**src/rtl/mips_mem_pkg.sv**
```systemverilog
// rtl/mips_mem_pkg.sv - shared memory-side constants and arbiter FSM state encodings
package mips_mem_pkg;

    localparam int DEF_AW = 32;
    localparam int DEF_DW = 32;

    typedef enum logic [1:0] {
        ST_IDLE    = 2'd0,
        ST_ISSUE   = 2'd1,
        ST_CAPTURE = 2'd2,
        ST_ACK     = 2'd3
    } arb_state_t;

endpackage

```
**src/rtl/data_ram_arbiter_if.sv**
```systemverilog
// rtl/data_ram_arbiter_if.sv - requester ports and RAM strobes of the data RAM arbiter
interface data_ram_arbiter_if #(
    parameter int AW = mips_mem_pkg::DEF_AW,
    parameter int DW = mips_mem_pkg::DEF_DW
);
    logic          req0;
    logic          req1;
    logic          we0;
    logic          we1;
    logic [AW-1:0] addr0;
    logic [AW-1:0] addr1;
    logic [DW-1:0] wdata0;
    logic [DW-1:0] wdata1;
    logic          ack0;
    logic          ack1;
    logic [DW-1:0] rdata0;
    logic [DW-1:0] rdata1;
    logic          busy;
    logic          m_read;
    logic          m_write;
    logic [AW-1:0] m_addr;
    logic [DW-1:0] m_din;
    logic [DW-1:0] m_dout;

    modport slave (
        input  req0, req1, we0, we1, addr0, addr1, wdata0, wdata1, m_dout,
        output ack0, ack1, rdata0, rdata1, busy, m_read, m_write, m_addr, m_din
    );

    modport master (
        output req0, req1, we0, we1, addr0, addr1, wdata0, wdata1, m_dout,
        input  ack0, ack1, rdata0, rdata1, busy, m_read, m_write, m_addr, m_din
    );

endinterface

```
**src/rtl/rr_pick2.sv**
```systemverilog
// rtl/rr_pick2.sv - combinational two-way request picker; DATA_ARB_FIXED_PRIO_EN selects fixed port-0 priority
module rr_pick2 (
    input  logic req0,
    input  logic req1,
    input  logic last_grant,
    output logic grant,
    output logic valid
);

    assign valid = req0 | req1;

`ifdef DATA_ARB_FIXED_PRIO_EN
    logic unused_last_grant;
    assign unused_last_grant = last_grant;
    assign grant = ~req0;
`else
    // On a tie the port that did not win last time goes next.
    assign grant = (req0 & req1) ? ~last_grant : ~req0;
`endif

endmodule

```
**src/rtl/data_ram_arbiter.sv**
```systemverilog
// rtl/data_ram_arbiter.sv - two-port arbiter driving a single-port data RAM with registered read
module data_ram_arbiter
    import mips_mem_pkg::*;
#(
    parameter int AW = DEF_AW,
    parameter int DW = DEF_DW
) (
    input  logic               clk,
    input  logic               rst,
    data_ram_arbiter_if.slave  bus
);

    arb_state_t    state;
    arb_state_t    state_nx;
    logic          pick_grant;
    logic          pick_valid;
    logic          grant_q;
    logic          we_q;
    logic          last_grant;
    logic [AW-1:0] addr_q;
    logic [DW-1:0] din_q;
    logic [DW-1:0] rdata0_q;
    logic [DW-1:0] rdata1_q;

    rr_pick2 u_pick (
        .req0       (bus.req0),
        .req1       (bus.req1),
        .last_grant (last_grant),
        .grant      (pick_grant),
        .valid      (pick_valid)
    );

    always_ff @(posedge clk) begin
        if (!rst) begin
            state <= ST_IDLE;
        end else begin
            state <= state_nx;
        end
    end

    always_comb begin
        state_nx    = state;
        bus.m_read  = 1'b0;
        bus.m_write = 1'b0;
        bus.ack0    = 1'b0;
        bus.ack1    = 1'b0;
        bus.busy    = (state != ST_IDLE);
        case (state)
            ST_IDLE: begin
                if (pick_valid) begin
                    state_nx = ST_ISSUE;
                end
            end
            ST_ISSUE: begin
                bus.m_read  = ~we_q;
                bus.m_write = we_q;
                state_nx    = we_q ? ST_ACK : ST_CAPTURE;
            end
            ST_CAPTURE: begin
                state_nx = ST_ACK;
            end
            ST_ACK: begin
                bus.ack0 = ~grant_q;
                bus.ack1 = grant_q;
                state_nx = ST_IDLE;
            end
            default: begin
                state_nx = ST_IDLE;
            end
        endcase
    end

    // Request fields are copied at grant so later changes by the requester are ignored.
    always_ff @(posedge clk) begin
        if (!rst) begin
            grant_q    <= 1'b0;
            we_q       <= 1'b0;
            last_grant <= 1'b1;
            addr_q     <= '0;
            din_q      <= '0;
            rdata0_q   <= '0;
            rdata1_q   <= '0;
        end else begin
            if (state == ST_IDLE && pick_valid) begin
                grant_q    <= pick_grant;
                last_grant <= pick_grant;
                we_q       <= pick_grant ? bus.we1    : bus.we0;
                addr_q     <= pick_grant ? bus.addr1  : bus.addr0;
                din_q      <= pick_grant ? bus.wdata1 : bus.wdata0;
            end
            if (state == ST_CAPTURE) begin
                if (grant_q) begin
                    rdata1_q <= bus.m_dout;
                end else begin
                    rdata0_q <= bus.m_dout;
                end
            end
        end
    end

    assign bus.m_addr = addr_q;
    assign bus.m_din  = din_q;
    assign bus.rdata0 = rdata0_q;
    assign bus.rdata1 = rdata1_q;

endmodule

```
**src/flat_wrapper.sv**
```systemverilog
// flat-port wrapper written by rule: the top's interface ports become plain ports
module data_ram_arbiter_flat import mips_mem_pkg::*;
#(
    parameter int AW = DEF_AW,
    parameter int DW = DEF_DW
)
  (clk, rst, bus_req0, bus_req1, bus_we0, bus_we1, bus_addr0, bus_addr1, bus_wdata0, bus_wdata1, bus_m_dout, bus_ack0, bus_ack1, bus_rdata0, bus_rdata1, bus_busy, bus_m_read, bus_m_write, bus_m_addr, bus_m_din);
  data_ram_arbiter_if #(.AW(AW), .DW(DW)) bus_i ();
  input  logic clk;
  input  logic rst;
  input wire logic [$bits(bus_i.req0)-1:0] bus_req0;
  input wire logic [$bits(bus_i.req1)-1:0] bus_req1;
  input wire logic [$bits(bus_i.we0)-1:0] bus_we0;
  input wire logic [$bits(bus_i.we1)-1:0] bus_we1;
  input wire logic [$bits(bus_i.addr0)-1:0] bus_addr0;
  input wire logic [$bits(bus_i.addr1)-1:0] bus_addr1;
  input wire logic [$bits(bus_i.wdata0)-1:0] bus_wdata0;
  input wire logic [$bits(bus_i.wdata1)-1:0] bus_wdata1;
  input wire logic [$bits(bus_i.m_dout)-1:0] bus_m_dout;
  output wire logic [$bits(bus_i.ack0)-1:0] bus_ack0;
  output wire logic [$bits(bus_i.ack1)-1:0] bus_ack1;
  output wire logic [$bits(bus_i.rdata0)-1:0] bus_rdata0;
  output wire logic [$bits(bus_i.rdata1)-1:0] bus_rdata1;
  output wire logic [$bits(bus_i.busy)-1:0] bus_busy;
  output wire logic [$bits(bus_i.m_read)-1:0] bus_m_read;
  output wire logic [$bits(bus_i.m_write)-1:0] bus_m_write;
  output wire logic [$bits(bus_i.m_addr)-1:0] bus_m_addr;
  output wire logic [$bits(bus_i.m_din)-1:0] bus_m_din;
  assign bus_i.req0 = bus_req0;
  assign bus_i.req1 = bus_req1;
  assign bus_i.we0 = bus_we0;
  assign bus_i.we1 = bus_we1;
  assign bus_i.addr0 = bus_addr0;
  assign bus_i.addr1 = bus_addr1;
  assign bus_i.wdata0 = bus_wdata0;
  assign bus_i.wdata1 = bus_wdata1;
  assign bus_i.m_dout = bus_m_dout;
  assign bus_ack0 = bus_i.ack0;
  assign bus_ack1 = bus_i.ack1;
  assign bus_rdata0 = bus_i.rdata0;
  assign bus_rdata1 = bus_i.rdata1;
  assign bus_busy = bus_i.busy;
  assign bus_m_read = bus_i.m_read;
  assign bus_m_write = bus_i.m_write;
  assign bus_m_addr = bus_i.m_addr;
  assign bus_m_din = bus_i.m_din;
  data_ram_arbiter #(.AW(AW), .DW(DW)) u_core (.clk(clk), .rst(rst), .bus(bus_i));
endmodule
```
**config.mk**
```make
export PLATFORM = sky130hd
export DESIGN_NAME = data_ram_arbiter_flat
export DESIGN_NICKNAME = d
export VERILOG_FILES = /design/src/rtl/mips_mem_pkg.sv /design/src/rtl/data_ram_arbiter_if.sv /design/src/rtl/rr_pick2.sv /design/src/rtl/data_ram_arbiter.sv /design/src/flat_wrapper.sv
export SDC_FILE = /design/constraint.sdc
export NUM_CORES = 1
export LEC_CHECK = 0
export CAP_MARGIN = 40
export CELL_PAD_IN_SITES_DETAIL_PLACEMENT = 1
export CELL_PAD_IN_SITES_GLOBAL_PLACEMENT = 1
export CORE_ASPECT_RATIO = 1.4
export CORE_MARGIN = 3
export CORE_UTILIZATION = 28
export CTS_BUF_LIST = sky130_fd_sc_hd__clkbuf_2 sky130_fd_sc_hd__clkbuf_4 sky130_fd_sc_hd__clkbuf_8
export DETAILED_ROUTE_END_ITERATION = 12
export PLACE_DENSITY = 0.86
export SYNTH_ARGS = -nofsm -noshare
export SYNTH_HDL_FRONTEND = slang
export SYNTH_SLANG_ARGS = --single-unit
```
**constraint.sdc**
```tcl
create_clock -name clk -period 1.75 [get_ports clk]
set_input_delay 0.35 -clock clk [delete_from_list [all_inputs] [get_ports clk]]
set_output_delay 0.35 -clock clk [all_outputs]
set_load 0.03 [all_outputs]
```
==> results.ini <==
[run_status]
status = finished clean

[clock_tree]
cts_buffer_depth = 2
cts_max_level = 4
clock_sinks = 133
root_buffer = clkbuf_8
hold_buffers = 0
cts.clk_slew.worst_paths_ns = 0.08
clock_latency_ns = 0.44
cts-buffers-inserted = 17
cts_tree = done

[timing]
fin_crit_ns = 1.66
grt_setup_unrepaired = true
slew_violations = 0
final.period_utilization_pct = 94.9
timing.final.ws_setup_ns = 0.0901
hold_viol = 0
max-slew-margin-rel_pct = 66.8
fmax_mhz = 602
setup-violations-final = 0
finalSetupTns_ns = 0
skew_ns = 0.00895
tightest_slew_ns = 0.498

[routing]
drc = 0
dr_total_vias = 6089
ant_nets = 0
drt_iter0_markers = 264
wl_per_cell_um = 18.0
vias_per_cell = 5.00
drt_wl_total_um = 21900
drt-pass1-iter-count = 4

[layout]
nFillCells = 2334
layout-drive-gt1-share_pct = 9.17
instances_no_fill = 1219
seq_area_mm2 = 0.00267
area_growth_pct = 63.5
final_common_cell = clkdlybuf4s50_1
antennaDiodeCount = 0
nets = 1128
multi_input_area_mm2 = 0.00262
mostFrequentLayoutCells = clkdlybuf4s50_1, dfxtp_1, nand2_1
fin_util_pct = 47.3

[yosys]
async_flop_share_pct = 0
syn-instance-count = 686
ys.flop_type = dfxtp_1
ys_seq_elements = 133
ys_warn_count = 0
syn_nets = 856
synth.distinct_cells = 27
syn_area_per_cell_um2 = 8.19
netlist_area_mm2 = 0.00562
yosysSeqAreaShare_pct = 47.4
synth_edf_count = 0

[worst_setup_path]
timing.critical_path.buf_inv = 1
path_class = reg2out
worst_setup_path_end_kind = output port
r2r_cells = 6
cp.required_ns = 1.40
r2r_end = u_core.bus.m_addr[17]
slowest_stage = dfxtp_4
startpoint_type = flop
arrival_ns = 1.31
path_max_fanout = 5
max_stage_delay_ns = 0.39
crit_path_cell_trace = ha_2 -> nor2b_1 -> buf_4
r2r-start = u_core.state[0]
crit_family = flip-flops
reg2reg_slack_ns = 0.22

[grt]
grtUsageMet3_pct = 5.89
overflow = 0
grt_pass1_vias = 6401
track_usage_pct = 19.3
antenna_found_initial = 0
busiest_layer = met2
met2_usage_pct = 34.7
grt_pass1_wl_um = 34000
use_met1_pct = 20.2
grt_max_degree = 78

[hold_path]
hold_path_class = in2reg
whs_endpoint = u_core.state[1]
min_from = bus_req0
min_path_cells = 3

[floorplan]
rows = 60
start_util_pct = 28.9
core_area_mm2 = 0.0194
dieArea_mm2 = 0.0218
die_h_um = 174
boundaryPins = 299
die_w_um = 126

[power]
p_leak_nw = 3.80
powerDensity_mw_per_mm2 = 1220
vdd_drop_max_mv = 0.608

[placed_design]
port_buffers = 298
dp_cells = 1186
dp_worst_setup_slack_ns = -0.0765
place.gp.congestion = 0.833
place_hpwl_um = 15800

[run]
cap_viol_max_count = 0

## cells in the mapped netlist (all sizes together), types with 3 or more instances
master	instances	area (um2)
clkbuf	25	93.8
o21ai	132	698
nand2	129	484
buf	46	273
ha	4	50.1
nor2b	3	18.8
nand3	65	325
and2	3	18.8
inv	4	15.0
dfxtp	133	2660
a21boi	65	488
a31oi	65	407
## logic make-up (layout without fill, tap and decap cells)
kind of cell	Yosys count	after routing	share of synthesized area [%]
simple gates	208	208	15.9
buf+inv	75	360	6.79
flops	133	133	47.4
compound gates	266	266	29.0
fa+ha+maj	4	4	0.891
## worst register-to-register path, stage by stage, from the launching register on
cell and delay, ns:
dfxtp_4 0.37, inv_1 0.12, ha_4 0.19, o21a_4 0.26, buf_12 0.21, o21ai_0 0.10
a31oi_1 0.19
## what timing repair did
action | 4_1_cts | 5_1_grt
endpoints found under the hold margin | 0 | 0
setup buffers | 0 | 1
endpoints found under the setup margin | 132 | 5
resized for setup | 136 | 9
## sequential cells by signal, summed over array words and instances (netlist names)
| name | cells |
|---|---|
| u_core.state | 2 |
| u_core.bus.m_addr | 32 |
| u_core.bus.m_din | 32 |
| u_core.grant_q | 1 |
| u_core.bus.rdata0 | 32 |
| u_core.last_grant | 1 |
| u_core.we_q | 1 |
| u_core.bus.rdata1 | 32 |
## metrics by stage
stage / hold WS, ns / power, W / area [um2]
detailed placement: 0.447 / 0.00910 / 8890
global placement: 0.440 / 0.00898 / 8890
finish: 0.330 / 0.0112 / 9190
CTS: 0.307 / 0.0114 / 9140
floorplan: 0.478 / 0.00671 / 5620
global route: 0.336 / 0.0119 / 9190
## worst max path at each step
| stage | end | cells after the start | slack [ns] | start |
|---|---|---|---|---|
| 6_report | bus_ack0 | 3 | 0.09 | u_core.state[0] |
| 5_1_grt | bus_busy | 4 | -0.009 | u_core.state[0] |
| 4_1_cts | bus_busy | 4 | 0.0007 | u_core.state[0] |
| 3_5_place_dp | u_core.bus.m_addr[21] | 5 | -0.08 | bus_req1 |
| 3_3_place_gp | u_core.bus.m_din[11] | 5 | -0.02 | bus_req1 |
| 2_1_floorplan | u_core.state[1] | 5 | 0.33 | u_core.state[1] |
## power by group
part | switching [W] | internal [W]
Clock | 0.00129 | 0.00127
Combinational | 0.00289 | 0.00179
Sequential | 0.000316 | 0.00366
Total | 0.00450 | 0.00672
## routing by layer
layer  wire [um]  part of all wire (%)  vias up
met2       11200                    51      232
met1        8300                    38     2845
li1            -                     -     2957
met3        1490                   6.8       55
met5           0                     0        -
met4         881                   4.0        0
## cell type report
| type | count | share of cell area (%) |
|---|---|---|
| clock buffer | 17 | 2.55 |
| clock inverter | 15 | 1.69 |
| inverter | 4 | 0.218 |
| multi-input combinational | 478 | 28.5 |
| sequential | 133 | 29.1 |
| tap | 248 | 3.38 |
| timing repair buffer | 324 | 34.6 |
Power figures use the tool's default switching activity.
